[src/rtl/automata_report_pkg.sv]
`default_nettype none
// ============================================================================
// Module      : automata_report_pkg
// Description : Shared types and constants for the automaton report
//               collector: record layout, collector FSM state encoding,
//               drop-counter width and a saturating increment helper.
// Revision    : 1.0 - initial release
// ============================================================================
package automata_report_pkg;

    localparam int DROP_CNT_W   = 16;

    // Record layout at the default collector geometry. The collector itself
    // packs {offset, report} in this same order for any parameterisation.
    localparam int REC_OFFSET_W = 32;
    localparam int REC_REPORT_W = 4;

    typedef struct packed {
        logic [REC_OFFSET_W-1:0] offset;
        logic [REC_REPORT_W-1:0] report;
    } report_rec_t;

    typedef enum logic [1:0] {
        ST_IDLE   = 2'd0,
        ST_ACTIVE = 2'd1,
        ST_DRAIN  = 2'd2,
        ST_DONE   = 2'd3
    } collector_state_t;

    // Increment that sticks at all-ones instead of wrapping.
    function automatic logic [DROP_CNT_W-1:0] sat_inc(input logic [DROP_CNT_W-1:0] v);
        return (v == '1) ? v : v + 1'b1;
    endfunction

endpackage
`default_nettype wire

[src/rtl/report_fifo.sv]
`default_nettype none
// ============================================================================
// Module      : report_fifo
// Description : Synchronous FIFO built from flops. The head entry is read
//               straight out of the storage flops, so a record pushed on an
//               edge is visible at the output right after that edge.
//               A push into a full FIFO succeeds only if a pop happens on the
//               same edge; otherwise it is discarded (caller counts drops).
// Ports       : clk, reset_n   - clock, async active-low reset
//               push/push_data - write request and data
//               pop            - consume head entry (ignored when empty)
//               head_data      - current head entry
//               full/empty     - occupancy flags
// Revision    : 1.0 - initial release
// ============================================================================
module report_fifo #(
    parameter int WIDTH = 36,
    parameter int DEPTH = 16
) (
    input  logic             clk,
    input  logic             reset_n,
    input  logic             push,
    input  logic [WIDTH-1:0] push_data,
    input  logic             pop,
    output logic [WIDTH-1:0] head_data,
    output logic             full,
    output logic             empty
);

    localparam int                 c_ptr_w = $clog2(DEPTH);
    localparam logic [c_ptr_w:0]   c_full  = (c_ptr_w + 1)'(DEPTH);

    logic [WIDTH-1:0]   r_mem [DEPTH];
    logic [c_ptr_w-1:0] r_wr_ptr;
    logic [c_ptr_w-1:0] r_rd_ptr;
    logic [c_ptr_w:0]   r_count;

    logic w_do_pop;
    logic w_do_push;

    assign empty     = (r_count == '0);
    assign full      = (r_count == c_full);
    assign head_data = r_mem[r_rd_ptr];

    assign w_do_pop  = pop && !empty;
    // When full, the write slot equals the head slot being popped this edge,
    // so overwriting it is safe.
    assign w_do_push = push && (!full || w_do_pop);

    always_ff @(posedge clk or negedge reset_n) begin
        if (!reset_n) begin
            r_wr_ptr <= '0;
            r_rd_ptr <= '0;
            r_count  <= '0;
            for (int i = 0; i < DEPTH; i++) begin
                r_mem[i] <= '0;
            end
        end else begin
            if (w_do_push) begin
                r_mem[r_wr_ptr] <= push_data;
                r_wr_ptr        <= r_wr_ptr + 1'b1;
            end
            if (w_do_pop) begin
                r_rd_ptr <= r_rd_ptr + 1'b1;
            end
            case ({w_do_push, w_do_pop})
                2'b10:   r_count <= r_count + 1'b1;
                2'b01:   r_count <= r_count - 1'b1;
                default: r_count <= r_count;
            endcase
        end
    end

endmodule
`default_nettype wire

[src/rtl/automata_report_collector.sv]
`default_nettype none
// ============================================================================
// Module      : automata_report_collector
// Description : Captures report-STE activations from an NFA cluster, tags
//               each non-zero report vector with the offset of the symbol
//               that produced it, and queues the records for a valid/ready
//               consumer. Overflowing records are dropped and counted.
// Ports       : clk, reset_n             - clock, async active-low reset
//               start                    - begin a new stream
//               sym_valid, sym_last      - symbol strobe / end of stream
//               report                   - automaton report outputs
//               rec_valid/ready/offset/report - record output handshake
//               busy, done               - stream / drain status
//               overflow, drop_count     - drop reporting
// Revision    : 1.0 - initial release
// ============================================================================
module automata_report_collector
    import automata_report_pkg::*;
#(
    parameter int NUM_REPORTS = 4,
    parameter int OFFSET_W    = 32,
    parameter int FIFO_DEPTH  = 16,
    parameter int REPORT_LAT  = 1
) (
    input  logic                   clk,
    input  logic                   reset_n,
    input  logic                   start,
    input  logic                   sym_valid,
    input  logic                   sym_last,
    input  logic [NUM_REPORTS-1:0] report,
    output logic                   rec_valid,
    input  logic                   rec_ready,
    output logic [OFFSET_W-1:0]    rec_offset,
    output logic [NUM_REPORTS-1:0] rec_report,
    output logic                   busy,
    output logic                   done,
    output logic                   overflow,
    output logic [DROP_CNT_W-1:0]  drop_count
);

    localparam int c_rec_w = OFFSET_W + NUM_REPORTS;

    collector_state_t r_state;
    collector_state_t w_state_nxt;

    logic [OFFSET_W-1:0]   r_offset;
    logic                  r_overflow;
    logic [DROP_CNT_W-1:0] r_drop_count;

    logic                  w_sym_acc;
    logic                  w_d_valid;
    logic                  w_d_last;
    logic [OFFSET_W-1:0]   w_d_offset;

    logic                  w_push;
    logic                  w_pop;
    logic                  w_drop;
    logic                  w_fifo_full;
    logic                  w_fifo_empty;
    logic [c_rec_w-1:0]    w_head;

    // A symbol only counts while a stream is active; start takes priority
    // and re-bases the stream, so a symbol coincident with it is discarded.
    assign w_sym_acc = sym_valid && (r_state == ST_ACTIVE) && !start;

    // Delay symbol qualifiers and offset so they line up with the report
    // bits the automaton produces REPORT_LAT cycles later.
    generate
        if (REPORT_LAT == 0) begin : g_no_delay
            assign w_d_valid  = w_sym_acc;
            assign w_d_last   = w_sym_acc && sym_last;
            assign w_d_offset = r_offset;
        end else begin : g_delay
            logic [REPORT_LAT-1:0] r_valid_pipe;
            logic [REPORT_LAT-1:0] r_last_pipe;
            logic [OFFSET_W-1:0]   r_off_pipe [REPORT_LAT];

            always_ff @(posedge clk or negedge reset_n) begin
                if (!reset_n) begin
                    r_valid_pipe <= '0;
                    r_last_pipe  <= '0;
                    for (int i = 0; i < REPORT_LAT; i++) begin
                        r_off_pipe[i] <= '0;
                    end
                end else begin
                    for (int i = REPORT_LAT - 1; i > 0; i--) begin
                        r_valid_pipe[i] <= r_valid_pipe[i-1];
                        r_last_pipe[i]  <= r_last_pipe[i-1];
                        r_off_pipe[i]   <= r_off_pipe[i-1];
                    end
                    r_valid_pipe[0] <= w_sym_acc;
                    r_last_pipe[0]  <= w_sym_acc && sym_last;
                    r_off_pipe[0]   <= r_offset;
                    // Symbols of an abandoned stream must not leak into the new one.
                    if (start) begin
                        r_valid_pipe <= '0;
                        r_last_pipe  <= '0;
                    end
                end
            end

            assign w_d_valid  = r_valid_pipe[REPORT_LAT-1];
            assign w_d_last   = r_last_pipe[REPORT_LAT-1];
            assign w_d_offset = r_off_pipe[REPORT_LAT-1];
        end
    endgenerate

    assign w_pop  = rec_valid && rec_ready;
    assign w_push = w_d_valid && (report != '0);
    assign w_drop = w_push && w_fifo_full && !w_pop;

    report_fifo #(
        .WIDTH (c_rec_w),
        .DEPTH (FIFO_DEPTH)
    ) u_fifo (
        .clk       (clk),
        .reset_n   (reset_n),
        .push      (w_push),
        .push_data ({w_d_offset, report}),
        .pop       (w_pop),
        .head_data (w_head),
        .full      (w_fifo_full),
        .empty     (w_fifo_empty)
    );

    assign rec_valid  = !w_fifo_empty;
    assign rec_offset = w_head[c_rec_w-1:NUM_REPORTS];
    assign rec_report = w_head[NUM_REPORTS-1:0];
    assign overflow   = r_overflow;
    assign drop_count = r_drop_count;

    always_ff @(posedge clk or negedge reset_n) begin
        if (!reset_n) begin
            r_state      <= ST_IDLE;
            r_offset     <= '0;
            r_overflow   <= 1'b0;
            r_drop_count <= '0;
        end else begin
            r_state <= w_state_nxt;
            if (start) begin
                r_offset     <= '0;
                r_overflow   <= 1'b0;
                r_drop_count <= '0;
            end else begin
                if (w_sym_acc) begin
                    r_offset <= r_offset + 1'b1;
                end
                if (w_drop) begin
                    r_overflow   <= 1'b1;
                    r_drop_count <= sat_inc(r_drop_count);
                end
            end
        end
    end

    always_comb begin
        w_state_nxt = r_state;
        busy        = 1'b0;
        done        = 1'b0;
        if (start) begin
            w_state_nxt = ST_ACTIVE;
        end else begin
            case (r_state)
                ST_ACTIVE: if (w_d_valid && w_d_last) w_state_nxt = ST_DRAIN;
                ST_DRAIN:  if (w_fifo_empty)          w_state_nxt = ST_DONE;
                default:   w_state_nxt = r_state;
            endcase
        end
        busy = (r_state == ST_ACTIVE) || (r_state == ST_DRAIN) || !w_fifo_empty;
        done = (r_state == ST_DONE);
    end

endmodule
`default_nettype wire

[config.mk]
export PLATFORM = sky130hd
export DESIGN_NAME = automata_report_collector
export DESIGN_NICKNAME = d
export VERILOG_FILES = /design/src/rtl/automata_report_pkg.sv /design/src/rtl/report_fifo.sv /design/src/rtl/automata_report_collector.sv
export SDC_FILE = /design/constraint.sdc
export NUM_CORES = 1
export LEC_CHECK = 0
export CAP_MARGIN = 20
export CORE_MARGIN = 1
export CORE_UTILIZATION = 45
export CTS_CLUSTER_DIAMETER = 120
export DETAILED_ROUTE_END_ITERATION = 12
export HOLD_SLACK_MARGIN = 0.1
export PLACE_DENSITY_LB_ADDON = 0.25
export SLEW_MARGIN = 20
export SYNTH_ARGS = -nofsm -noshare
export SYNTH_HDL_FRONTEND = slang
export SYNTH_SLANG_ARGS = --single-unit
[constraint.sdc]
create_clock -name clk -period 5.95 [get_ports clk]
set_input_delay 1.785 -clock clk [delete_from_list [all_inputs] [get_ports clk]]
set_output_delay 1.785 -clock clk [all_outputs]
set_load 0.005 [all_outputs]
==> summary.txt, run 1 <==
Status: finished clean
Vias in the first global route: 18276
Commonest non-fill, non-tap cell in the layout: dfrtp_1
Initial Util: 45.61%
WP data required: 4160 ps
Inserted Diodes: 0
Fmax achieved: 195.4 MHz
CTS max path bufs: 3
RSZ-0062 raised after global routing: false
Setup TNS: 0 ps
Pwr per Cell Area: 358.5 mW/mm^2
Placer congestion estimate: 0.7677
Vias per cell: 5.866
Leakage: 0.01617 uW
Pre-antenna DRT Iters: 4
Syn Area/Cell: 16.11 um^2
Worst Tran Pin Value: 1022 ps
Startpoint Class: flip-flop
CTS sink count: 674
Final Max Tran Viols: 0
CTS tree: yes
Register bit count reported by yosys: 674
First DRT Iteration DRCs: 875
Post-CTS Hold Buffers: 0
Remaining Overflow, GRT: 0
Clock Pin Slew Worst Setup and Hold Paths: 60 ps
Tmin final: 5117 ps
Max Cap Viol: 0
Share of layout cells above drive strength 1: 46.80%
Worst Hold Depth: 0
DRC Markers: 0
YS warnings: 0
Syn nets: 1929
Top FF cell, synth: dfrtp_1
Wire length per cell: 24.54 um
# fillers: 5517
CTS Root Cell: clkbuf_16
H-Tree Depth: 3
Peak supply drop: 0.0003296 V
Hold WC Path Type: flip-flop to flip-flop
TritonCTS Buffers: 72
Pin count of the biggest net entering global routing: 106
Worst R2R End: u_fifo.r_mem[156]
First-pass GRT wire length: 111300 um
Final period util: 86.00%
Post-CTS sizing: 0
Die height: 263.1 um
Routed Antenna Nets: 0
Register area: 0.01688 mm^2
Post-synth ARST share: 100.0%
Hold Path Sink: g_delay.r_off_pipe[31]
Placed insts: 2729
Synth unique cells: 61
Worst Setup End Kind: output pin
Flop-to-flop setup slack: 2940 ps
Final Hold Vio Count: 0
Sequential-to-total area share from yosys stat: 54.97%
Post-layout util: 51.15%
Core area: 0.06728 mm^2
Port Buffers: 65
Initial antenna violation count: 1
IO Count: 66
Synth-to-layout area growth: 12.14%
Total number of vias: 16777
GR Util All Layers: 20.95%
Hold Path Origin: r_offset[31]
Synth Cell Area: 0.03068 mm^2
Num rows: 95
Most frequent cells in the layout: 670 x dfrtp_1, 564 x mux2_2, 180 x mux4_2
Data arrival, critical path: 3330 ps
Routed WL: 70180 um
Die ar.: 0.06923 mm^2
Area of the multi-input gates: 0.01288 mm^2
# Post-CTS Setup Buffers: 0
Final setup fails: 0
Setup Skew: 12.24 ps
Tot Pwr: 12340 uW
R2r worst-path depth: 3
Dpl hpwl: 39000 um
Non-Filler Instances: 2860
Critical path class: flip-flop to output pin
Post-synth EDFFs: 0
FF-to-FF Start: u_fifo.r_wr_ptr[3]
Die Width: 263.1 um
Clk_lat worst skew: 610 ps
Worst slew margin: 31.87%
Crit Path Max Fanout: 19
Final nets: 1955
Post-synthesis instance total: 1905
[cells in the mapped netlist, types with 2 or more instances]
cell type | number | area (um^2)
mux2_2 | 564 | 6351
o31ai_1 | 11 | 82.58
nand4_4 | 3 | 63.81
a21oi_1 | 30 | 150.1
ha_1 | 13 | 162.7
mux4_2 | 180 | 4054
buf_2 | 33 | 165.2
or3_1 | 9 | 56.30
o41ai_1 | 2 | 17.52
nand3_4 | 12 | 210.2
nor4_1 | 6 | 37.54
nand3_1 | 16 | 80.08
and4_1 | 7 | 61.31
nor2_1 | 30 | 112.6
nand4_1 | 19 | 118.9
buf_4 | 14 | 105.1
nand2b_1 | 3 | 18.77
dfrtp_1 | 674 | 16870
a21boi_0 | 2 | 15.01
and2_1 | 3 | 18.77
a211oi_1 | 3 | 22.52
or4_1 | 16 | 120.1
nor3_1 | 6 | 30.03
inv_1 | 14 | 52.55
nand4_2 | 3 | 37.54
clkbuf_1 | 66 | 247.7
mux2_1 | 27 | 304.0
o21ai_0 | 12 | 60.06
mux2i_1 | 2 | 20.02
and3_1 | 3 | 18.77
nor2b_1 | 15 | 93.84
xor2_1 | 5 | 43.79
xnor2_1 | 14 | 122.6
buf_1 | 4 | 15.01
nand2_1 | 26 | 97.59
buf_6 | 33 | 371.6
[kinds of logic (layout without fill, tap and decap cells)]
logic type / after synthesis / after routing / share of synthesized area (%)
muxes: 773 / 773 / 34.97
DFF: 674 / 674 / 54.97
and+or+nand+nor: 187 / 187 / 4.196
buffers and inverters: 164 / 246 / 3.120
AOI/OAI and AO/OA: 74 / 74 / 1.611
xor gates and xnor gates: 19 / 19 / 0.5423
adders and majority gates: 14 / 14 / 0.5954
[final cells by class]
class | count | share of cell area, %
clock buffer | 107 | 6.334
multi-input combinational | 1067 | 37.42
clock inverter | 23 | 0.7272
tap | 873 | 3.174
sequential | 674 | 49.05
inverter | 14 | 0.1527
timing repair buffer | 102 | 3.134
[power breakdown]
part,switching (uW),total [uW],internal [uW]
combinational,1260,2470,1210
clock,1830,4580,2750
sequential,380,5280,4900
total,3470,12300,8870
[layer usage]
layer  wire length (um)  up-vias  track usage (%)
li1                   -     7239                -
met5                  0        -                0
met1              32400     9149            29.88
met3               2521      102            3.021
met2              33780      287            33.28
met4               1482        0            6.575
[worst max-delay path, cell delays in order, from the launching register on]
cell	delay, ps
dfrtp_4	720
buf_4	430
mux4_2	570
mux4_2	530
clkdlybuf4s50_1	470
[worst max-delay path by stage]
stage	cells after the start	slack, ps	startpoint	end
4_1_cts	4	730	u_fifo.r_rd_ptr[0]	rec_offset[31]
2_1_floorplan	9	2030	report[1]	u_fifo.r_count[4]
5_1_grt	4	690	u_fifo.r_rd_ptr[0]	rec_offset[31]
3_5_place_dp	6	990	report[3]	u_fifo.r_mem[169]
3_3_place_gp	7	1050	report[3]	u_fifo.r_mem[136]
6_report	4	830	u_fifo.r_rd_ptr[0]	rec_offset[31]
[flip-flops by register name, summed over array words and instances (netlist names)]
signal,flops
u_fifo.r_mem,576
g_delay.r_off_pipe,32
r_offset,32
drop_count,16
u_fifo.r_count,5
u_fifo.r_rd_ptr,4
u_fifo.r_wr_ptr,4
r_state,2
g_delay.r_last_pipe,1
g_delay.r_valid_pipe,1
overflow,1
[through the flow]
stage | instance area [um^2] | setup slack [ps] | hold slack (ps)
6_report | 34410 | 832.7 | 404.6
2_1_floorplan | 30680 | 2026 | 367.6
5_1_grt | 34410 | 692.8 | 422.5
4_1_cts | 34390 | 733.9 | 406.1
3_3_place_gp | 31960 | 1054 | 389.2
3_5_place_dp | 31960 | 993.0 | 381.7
(Power assumes the default switching activity.)
==> inputs of run 2 (changes only) <==
- SLEW_MARGIN: 20 -> not set
==> summary.txt, run 2 (synthesis gave the netlist of run 1 again) <==
Final setup fails: 0
Register area: 0.01688 mm^2
Data arrival, critical path: 3340 ps
Clk_lat worst skew: 610 ps
Pin count of the biggest net entering global routing: 106
DRC Markers: 0
Area of the multi-input gates: 0.01288 mm^2
Total number of vias: 16752
Die Width: 263.1 um
Placed insts: 2729
Vias in the first global route: 18276
CTS sink count: 674
Post-CTS sizing: 0
Largest register FFs: 576
Post-CTS Hold Buffers: 0
Final period util: 86.06%
# fillers: 5517
Inserted Diodes: 0
Pre-antenna DRT Iters: 4
Startpoint Class: flip-flop
Largest Register: u_fifo.r_mem
Pwr per Cell Area: 358.6 mW/mm^2
Most frequent cells in the layout: 670 x dfrtp_1, 564 x mux2_2, 180 x mux4_2
Setup TNS: 0 ps
Clock Power Share: 37.1%
Flop-to-flop setup slack: 2930 ps
# Post-CTS Setup Buffers: 0
Vias per cell: 5.857
TritonCTS Buffers: 72
Worst slew margin: 31.79%
Num rows: 95
Die ar.: 0.06923 mm^2
WHS: 411.3 ps
Leakage: 0.01618 uW
CTS tree: yes
Fmax achieved: 195.3 MHz
Final Max Tran Viols: 0
Int Power: 8872 uW
Routed WL: 70220 um
FF-to-FF Start: u_fifo.r_wr_ptr[3]
Hold WC Path Type: flip-flop to flip-flop
CTS Root Cell: clkbuf_16
Critical Path Source: u_fifo.r_rd_ptr[0]
Non-Filler Instances: 2860
Sw Pwr: 3471 uW
CP Capture Point: rec_offset[31]
Largest regs: u_fifo.r_mem: 576 flops, g_delay.r_off_pipe: 32 flops, r_offset: 32 flops
First DRT Iteration DRCs: 925
Worst Tran Pin Value: 1023 ps
Initial antenna violation count: 1
Worst Setup End Kind: output pin
Flop pwr share: 42.5%
IO Count: 66
R2r worst-path depth: 3
H-Tree Depth: 3
Status: finished clean
Remaining Overflow, GRT: 0
Final Hold Vio Count: 0
CTS max path bufs: 3
Die height: 263.1 um
RSZ-0062 raised after global routing: false
Setup Skew: 11.44 ps
Share of layout cells above drive strength 1: 46.80%
Initial Util: 45.61%
Worst R2R End: u_fifo.r_mem[156]
Sw frac: 28.12%
Dpl hpwl: 39000 um
Final nets: 1955
WP data required: 4160 ps
Core area: 0.06728 mm^2
Placer congestion estimate: 0.7677
Routed Antenna Nets: 0
Tmin final: 5121 ps
Peak supply drop: 0.0003372 V
Placement Setup Slack: 993.0 ps
Synth-to-layout area growth: 12.17%
Clock Pin Slew Worst Setup and Hold Paths: 60 ps
Port Buffers: 65
Commonest non-fill, non-tap cell in the layout: dfrtp_1
Critical path class: flip-flop to output pin
Fin worst setup slack: 829.3 ps
GR Util All Layers: 20.95%
Max Cap Viol: 0
Crit Path Max Fanout: 19
First-pass GRT wire length: 111300 um
Wire length per cell: 24.55 um
Comb pwr share: 20.3%
run 2: power groups by stage:
| stage | sequential [uW] | combinational (uW) | clock (uW) |
|---|---|---|---|
| 3_3_place_gp | 5390 | 2430 | 0 |
| 3_5_place_dp | 5410 | 2470 | 0 |
| 4_1_cts | 5330 | 2470 | 4700 |
| 2_1_floorplan | 5100 | 1940 | 0 |
| 6_report | 5250 | 2510 | 4580 |
| 5_1_grt | 5300 | 2700 | 4870 |
run 2: worst min-delay path by stage:
stage | to | from | cells after the start | slack, ps
2_1_floorplan | g_delay.r_off_pipe[31] | r_offset[31] | 0 | 370
3_3_place_gp | g_delay.r_off_pipe[30] | r_offset[30] | 0 | 390
3_5_place_dp | g_delay.r_off_pipe[31] | r_offset[31] | 0 | 380
4_1_cts | g_delay.r_off_pipe[30] | r_offset[30] | 0 | 410
5_1_grt | g_delay.r_off_pipe[31] | r_offset[31] | 0 | 420
6_report | g_delay.r_off_pipe[31] | r_offset[31] | 0 | 410
run 2: layout make-up:
class                   count  share of cell area [%]
inverters                  14                  0.1527
repair buffers            102                   3.156
well taps                 873                   3.174
multi-input cells        1067                   37.42
clock inverters            23                  0.7271
flip-flops and latches    674                   49.04
clock buffers             107                   6.333
run 2: worst max-delay path, stage by stage, from the launching register on:
cell and delay, ps:
dfrtp_4 710, buf_4 430, mux4_2 570, mux4_2 530, clkdlybuf4s50_1 470
run 2: stage by stage:
stage                     instance area [um^2]  total power (uW)  util (%)
after floorplan                          30680              7034         -
after global placement                   31960              7814     47.50
final                                    34420             12340     51.16
after global routing                     34420             12870     51.16
after CTS                                34390             12500     51.12
after detailed placement                 31960              7878     47.50
run 2: routing by layer:
| metal | up-vias | track usage, % | wire length [um] |
|---|---|---|---|
| met4 | 0 | 6.575 | 1444 |
| met3 | 102 | 3.021 | 2340 |
| met5 | - | 0 | 0 |
| li1 | 7234 | - | - |
| met1 | 9152 | 29.88 | 32680 |
| met2 | 264 | 33.28 | 33760 |
==> variant 1: new RTL, settings of run 1 <==
Re-encode `collector_state_t` (4 states) as one-hot, 4 bits wide.
--- a/src/rtl/automata_report_pkg.sv
+++ b/src/rtl/automata_report_pkg.sv
@@ -21,9 +21,9 @@
     } report_rec_t;
 
-    typedef enum logic [1:0] {
-        ST_IDLE   = 2'd0,
-        ST_ACTIVE = 2'd1,
-        ST_DRAIN  = 2'd2,
-        ST_DONE   = 2'd3
+    typedef enum logic [3:0] {
+        ST_IDLE   = 4'b0001,
+        ST_ACTIVE = 4'b0010,
+        ST_DRAIN  = 4'b0100,
+        ST_DONE   = 4'b1000
     } collector_state_t;
 
Formal check against the unedited RTL: same outputs for any inputs over 4 cycles, from zero or initial values and one cycle with reset_n low; so few cycles prove little.
==> variant 1 against run 1 <==
- count of clock-buffer cells in the layout is 9 higher
- maximum frequency shrank 3.4%
- hold slack better by 6.7 ps
- clock skew rose by 3.2 ps
- register-to-register slack got worse by 100 ps
- area after synthesis is 0.83% lower
- sequential cell count is 2 higher
- setup slack worse by 180 ps
- routed wire length shrank 0.52%
- cell area hardly changed
- total power fell by 2.4%
- cell count increased by 0.38%
- die area shrank 0.82%
- largest cell class unchanged
==> variant 1: results (changes against run 1) <==
R2r endpoint: u_fifo.r_count[4]$_DFFE_PN0P_ (was u_fifo.r_mem[156]$_DFFE_PN0P_)
Synth top cells by count: dfrtp_1, mux2_2, mux4_2, clkbuf_1, buf_4 (was dfrtp_1, mux2_2, mux4_2, clkbuf_1)
DP Cell Count: 2744 (was 2729)
Fin Clk Skew: 15.5 ps (was 12.2 ps)
CTS Buf Count: 73 (was 72)
Switching Share: 27.4% (was 28.1%)
Met2 GRT Util: 34.9% (was 33.3%)
Syn Nets: 1937 (was 1929)
Critical Path AT: 3510 ps (was 3330 ps)
R2r setup slk: 2840 ps (was 2940 ps)
Fin Hold WS: 411 ps (was 405 ps)
Met1 wire length: 31900 um (was 32400 um)
GRT Total Usage: 21.3% (was 21.0%)
Global-route wire length before repair: 111000 um (about the same)
Synth top area cells: dfrtp_1, mux2_2, mux4_2 (unchanged)
Layout cells sized above 1: 47.4% (was 46.8%)
Net switching power figure: 3.30 mW (was 3.47 mW)
Seq group: 5.41 mW (was 5.28 mW)
DP Worst Slack: 629 ps (was 993 ps)
Met3 usage: 2.80% (was 3.02%)
DRT iter0 DRCs: 934 (was 875)
P_clk: 4.44 mW (was 4.58 mW)
Vias in the first global route: 18300 (about the same)
Synth unique cells: 51 (was 61)
Dpl hpwl: 40200 um (was 39000 um)
Worst Setup EP: rec_offset[21] (was rec_offset[31])
Maximum VDD drop: 0.224 mV (was 0.330 mV)
R2R Path Start: u_fifo.r_count[1]$_DFFE_PN0P_ (was u_fifo.r_wr_ptr[3]$_DFFE_PN0P_)
Status: completed (unchanged)
Mux cell area share after synthesis: 35.4% (was 35.0%)
Largest net degree at the start of global routing: 107 (was 106)
Layout fillers: 5473 (was 5517)
Met2 Wirelength: 34400 um (was 33800 um)
DP Area: 32000 um2 (about the same)
Synth Area in XOR/XNOR: 0.461% (was 0.542%)
Normalized max-slew margin: 29.5% (was 31.9%)
Vias: 16900 (was 16800)
Wire length per cell: 24.3 um (was 24.5 um)
Antenna violations before repair: 0 (was 1)
Reg2Reg Depth: 8 (was 3)
Mean Syn Cell Area: 15.9 um2 (was 16.1 um2)
Critical path's largest stage delay: 880 ps (was 720 ps)
Cell Pwr Density: 350 nW/um2 (was 359 nW/um2)
Post-synthesis compound-gate area fraction: 1.63% (was 1.61%)
GP Congestion: 0.796 (was 0.768)
Drt total wl: 69800 um (was 70200 um)
Register area share after synthesis: 55.6% (was 55.0%)
Post-Synth Adder-Cell Area: 0.477% (was 0.595%)
Routed wl met3: 2310 um (was 2520 um)
[variant 1: changes by cell type in the layout (fill, tap and decap cells not counted), moves of 5 or more]
cell | run 1 | this run
buf_12 | 12 | 17
buf_4 | 25 | 34
clkbuf_1 | 16 | 23
clkinv_2 | 15 | 7
mux2_1 | 27 | 5
mux2_2 | 564 | 589
nand3_2 | 1 | 12
nand3_4 | 12 | 0
nor2_1 | 30 | 25
nor2b_1 | 15 | 20
nor4_1 | 6 | 13
o31ai_1 | 11 | 20
[variant 1: layout make-up]
cell class | instances | area share, %
Clock buffer | 116 | 6.49
Clock inverter | 11 | 0.327
Inverter | 15 | 0.164
Multi-Input combinational cell | 1073 | 37.0
Sequential cell | 676 | 49.2
Tap cell | 864 | 3.14
Timing Repair Buffer | 116 | 3.62
[variant 1: worst max-delay path, delay by kind of cell (launching register included)]
kind / cells / cell delay, ps
multiplexers: 2 / 1110
buffers and inverters: 2 / 900
flip-flops: 1 / 880
==> variant 2: new RTL, settings of run 1 <==
Without the edit above. Set the parameter `FIFO_DEPTH` to 32 (it was 16).
--- a/src/rtl/automata_report_collector.sv
+++ b/src/rtl/automata_report_collector.sv
@@ -20,5 +20,5 @@
     parameter int NUM_REPORTS = 4,
     parameter int OFFSET_W    = 32,
-    parameter int FIFO_DEPTH  = 16,
+    parameter int FIFO_DEPTH  = 32,
     parameter int REPORT_LAT  = 1
 ) (
Check against the original RTL: no difference found for any inputs over 4 cycles, from zero or initial values and one cycle with reset_n low; that may be too few to reach the edited logic, so the function may still have changed.
==> variant 2 against run 1 <==
- cell area increased by 88%
- total power is 79% higher
- non-clock buffer count grew 83
- sequential cell count up 579
- cell count rose by 83%
- sequential power rose by 77%
- area after synthesis up 87%
- setup slack worse by 560 ps
- routed wire length rose by 100%
==> variant 2: results (changes against run 1) <==
Clk buf depth: 3 (unchanged)
Setup Fix Bufs, Post-CTS: 0 (unchanged)
Static Leakage: 30.1 nW (was 16.2 nW)
R2r setup slk: 2740 ps (was 2940 ps)
Layout cells sized above 1: 54.2% (was 46.8%)
DP Cell Count: 4981 (was 2729)
DR vias/cell: 5.87 (about the same)
Critical Path AT: 3900 ps (was 3330 ps)
Antenna violations before repair: 3 (was 1)
Reg2Reg Depth: 9 (was 3)
Post-Synth Adder-Cell Area: 0.341% (was 0.595%)
Worst-skew pair later-pin latency: 770 ps (was 610 ps)
Register area share after synthesis: 54.7% (was 55.0%)
Maximum VDD drop: 0.249 mV (was 0.330 mV)
Count of input and output buffers: 65 (unchanged)
Crit path max-delay family: multiplexers (unchanged)
Fin crit share: 95.5% (was 86.0%)
Mux cell area share after synthesis: 39.0% (was 35.0%)
Global-route wire length before repair: 219000 um (was 111000 um)
Largest net degree at the start of global routing: 156 (was 106)
Hold WC Path Type: flop to flop (unchanged)
Crit-path max FO: 34 (was 19)
DP Worst Slack: 975 ps (was 993 ps)
GP Congestion: 0.761 (was 0.768)
Wire length per cell: 27.4 um (was 24.5 um)
CTS Buf Count: 138 (was 72)
Synth top area cells: dfrtp_1, mux2_2, mux4_2 (unchanged)
Worst Setup EP: rec_offset[15] (was rec_offset[31])
CTS H-Tree Depth: 4 (was 3)
Asr flop ratio synth: 100% (unchanged)
Synth unique cells: 50 (was 61)
Post-synthesis compound-gate area fraction: 0.382% (was 1.61%)
R2r endpoint: u_fifo.r_count[5]$_DFFE_PN0P_ (was u_fifo.r_mem[156]$_DFFE_PN0P_)
DR pass1 iterations: 5 (was 4)
Reg clk slew, reported paths: 60 ps (about the same)
GRT Total Usage: 22.7% (was 21.0%)
YS warnings: 0 (unchanged)
Mean Syn Cell Area: 16.6 um2 (was 16.1 um2)
Critical path's largest stage delay: 780 ps (was 720 ps)
Vias in the first global route: 32600 (was 18300)
Biggest regs: u_fifo.r_mem: 1152 flops, g_delay.r_off_pipe: 32 flops, r_offset: 32 flops (was u_fifo.r_mem: 576 flops, g_delay.r_off_pipe: 32 flops, r_offset: 32 flops)
Non-Filler Instances: 5231 (was 2860)
Fin Clk Skew: 23.6 ps (was 12.2 ps)
Final #Nets: 3496 (was 1955)
Normalized max-slew margin: 26.6% (was 31.9%)
DRT iter0 DRCs: 2420 (was 875)
R2R Path Start: u_fifo.r_count[0]$_DFFE_PN0P_ (was u_fifo.r_wr_ptr[3]$_DFFE_PN0P_)
Dpl hpwl: 80300 um (was 39000 um)
Status: completed (unchanged)
Pint: 15.9 mW (was 8.87 mW)
Synth top cells by count: dfrtp_1, mux2_2, mux4_2, mux2_4, clkbuf_1 (was dfrtp_1, mux2_2, mux4_2, clkbuf_1)
Synth Area in XOR/XNOR: 0.764% (was 0.542%)
DP Area: 60100 um2 (was 32000 um2)
[variant 2: power groups by stage]
| stage | logic, mW | clock network (mW) | registers (mW) |
|---|---|---|---|
| 3_5_place_dp | 4.17 | 0 | 9.52 |
| 6_report | 4.08 | 8.64 | 9.37 |
| 3_3_place_gp | 4.17 | 0 | 9.51 |
| 5_1_grt | 4.38 | 9.19 | 9.42 |
| 2_1_floorplan | 2.96 | 0 | 9.12 |
| 4_1_cts | 4.18 | 8.84 | 9.36 |
[variant 2: worst min path at each step]
stage	startpoint	to	slack, ps	depth (start not counted)
floorplan	r_offset[31]$_DFFE_PN0P_	g_delay.r_off_pipe[31]$_DFF_PN0_	370	0
global placement	r_offset[31]$_DFFE_PN0P_	g_delay.r_off_pipe[31]$_DFF_PN0_	390	0
detailed placement	r_offset[31]$_DFFE_PN0P_	g_delay.r_off_pipe[31]$_DFF_PN0_	390	0
CTS	r_offset[31]$_DFFE_PN0P_	g_delay.r_off_pipe[31]$_DFF_PN0_	410	0
global route	r_offset[31]$_DFFE_PN0P_	g_delay.r_off_pipe[31]$_DFF_PN0_	410	0
finish	r_offset[31]$_DFFE_PN0P_	g_delay.r_off_pipe[31]$_DFF_PN0_	410	0
[variant 2: metal layers]
layer | share of wire, % | GRT usage (%) | routed length (um)
met1 | 46 | 32.9 | 66300
met2 | 47 | 35.0 | 66700
met3 | 4.4 | 3.89 | 6300
met4 | 2.7 | 7.33 | 3840
met5 | 0.0091 | 0 | 13
[variant 2: layout make-up]
cell class                 count  area [um2]
sequential                  1253       31400
multi-input combinational   1883       24600
antenna                        1        2.50
tap                         1650        2060
clock inverter                46         532
fill                       10400       61100
timing repair buffer         185        2090
inverter                      10        37.5
clock buffer                 203        4080
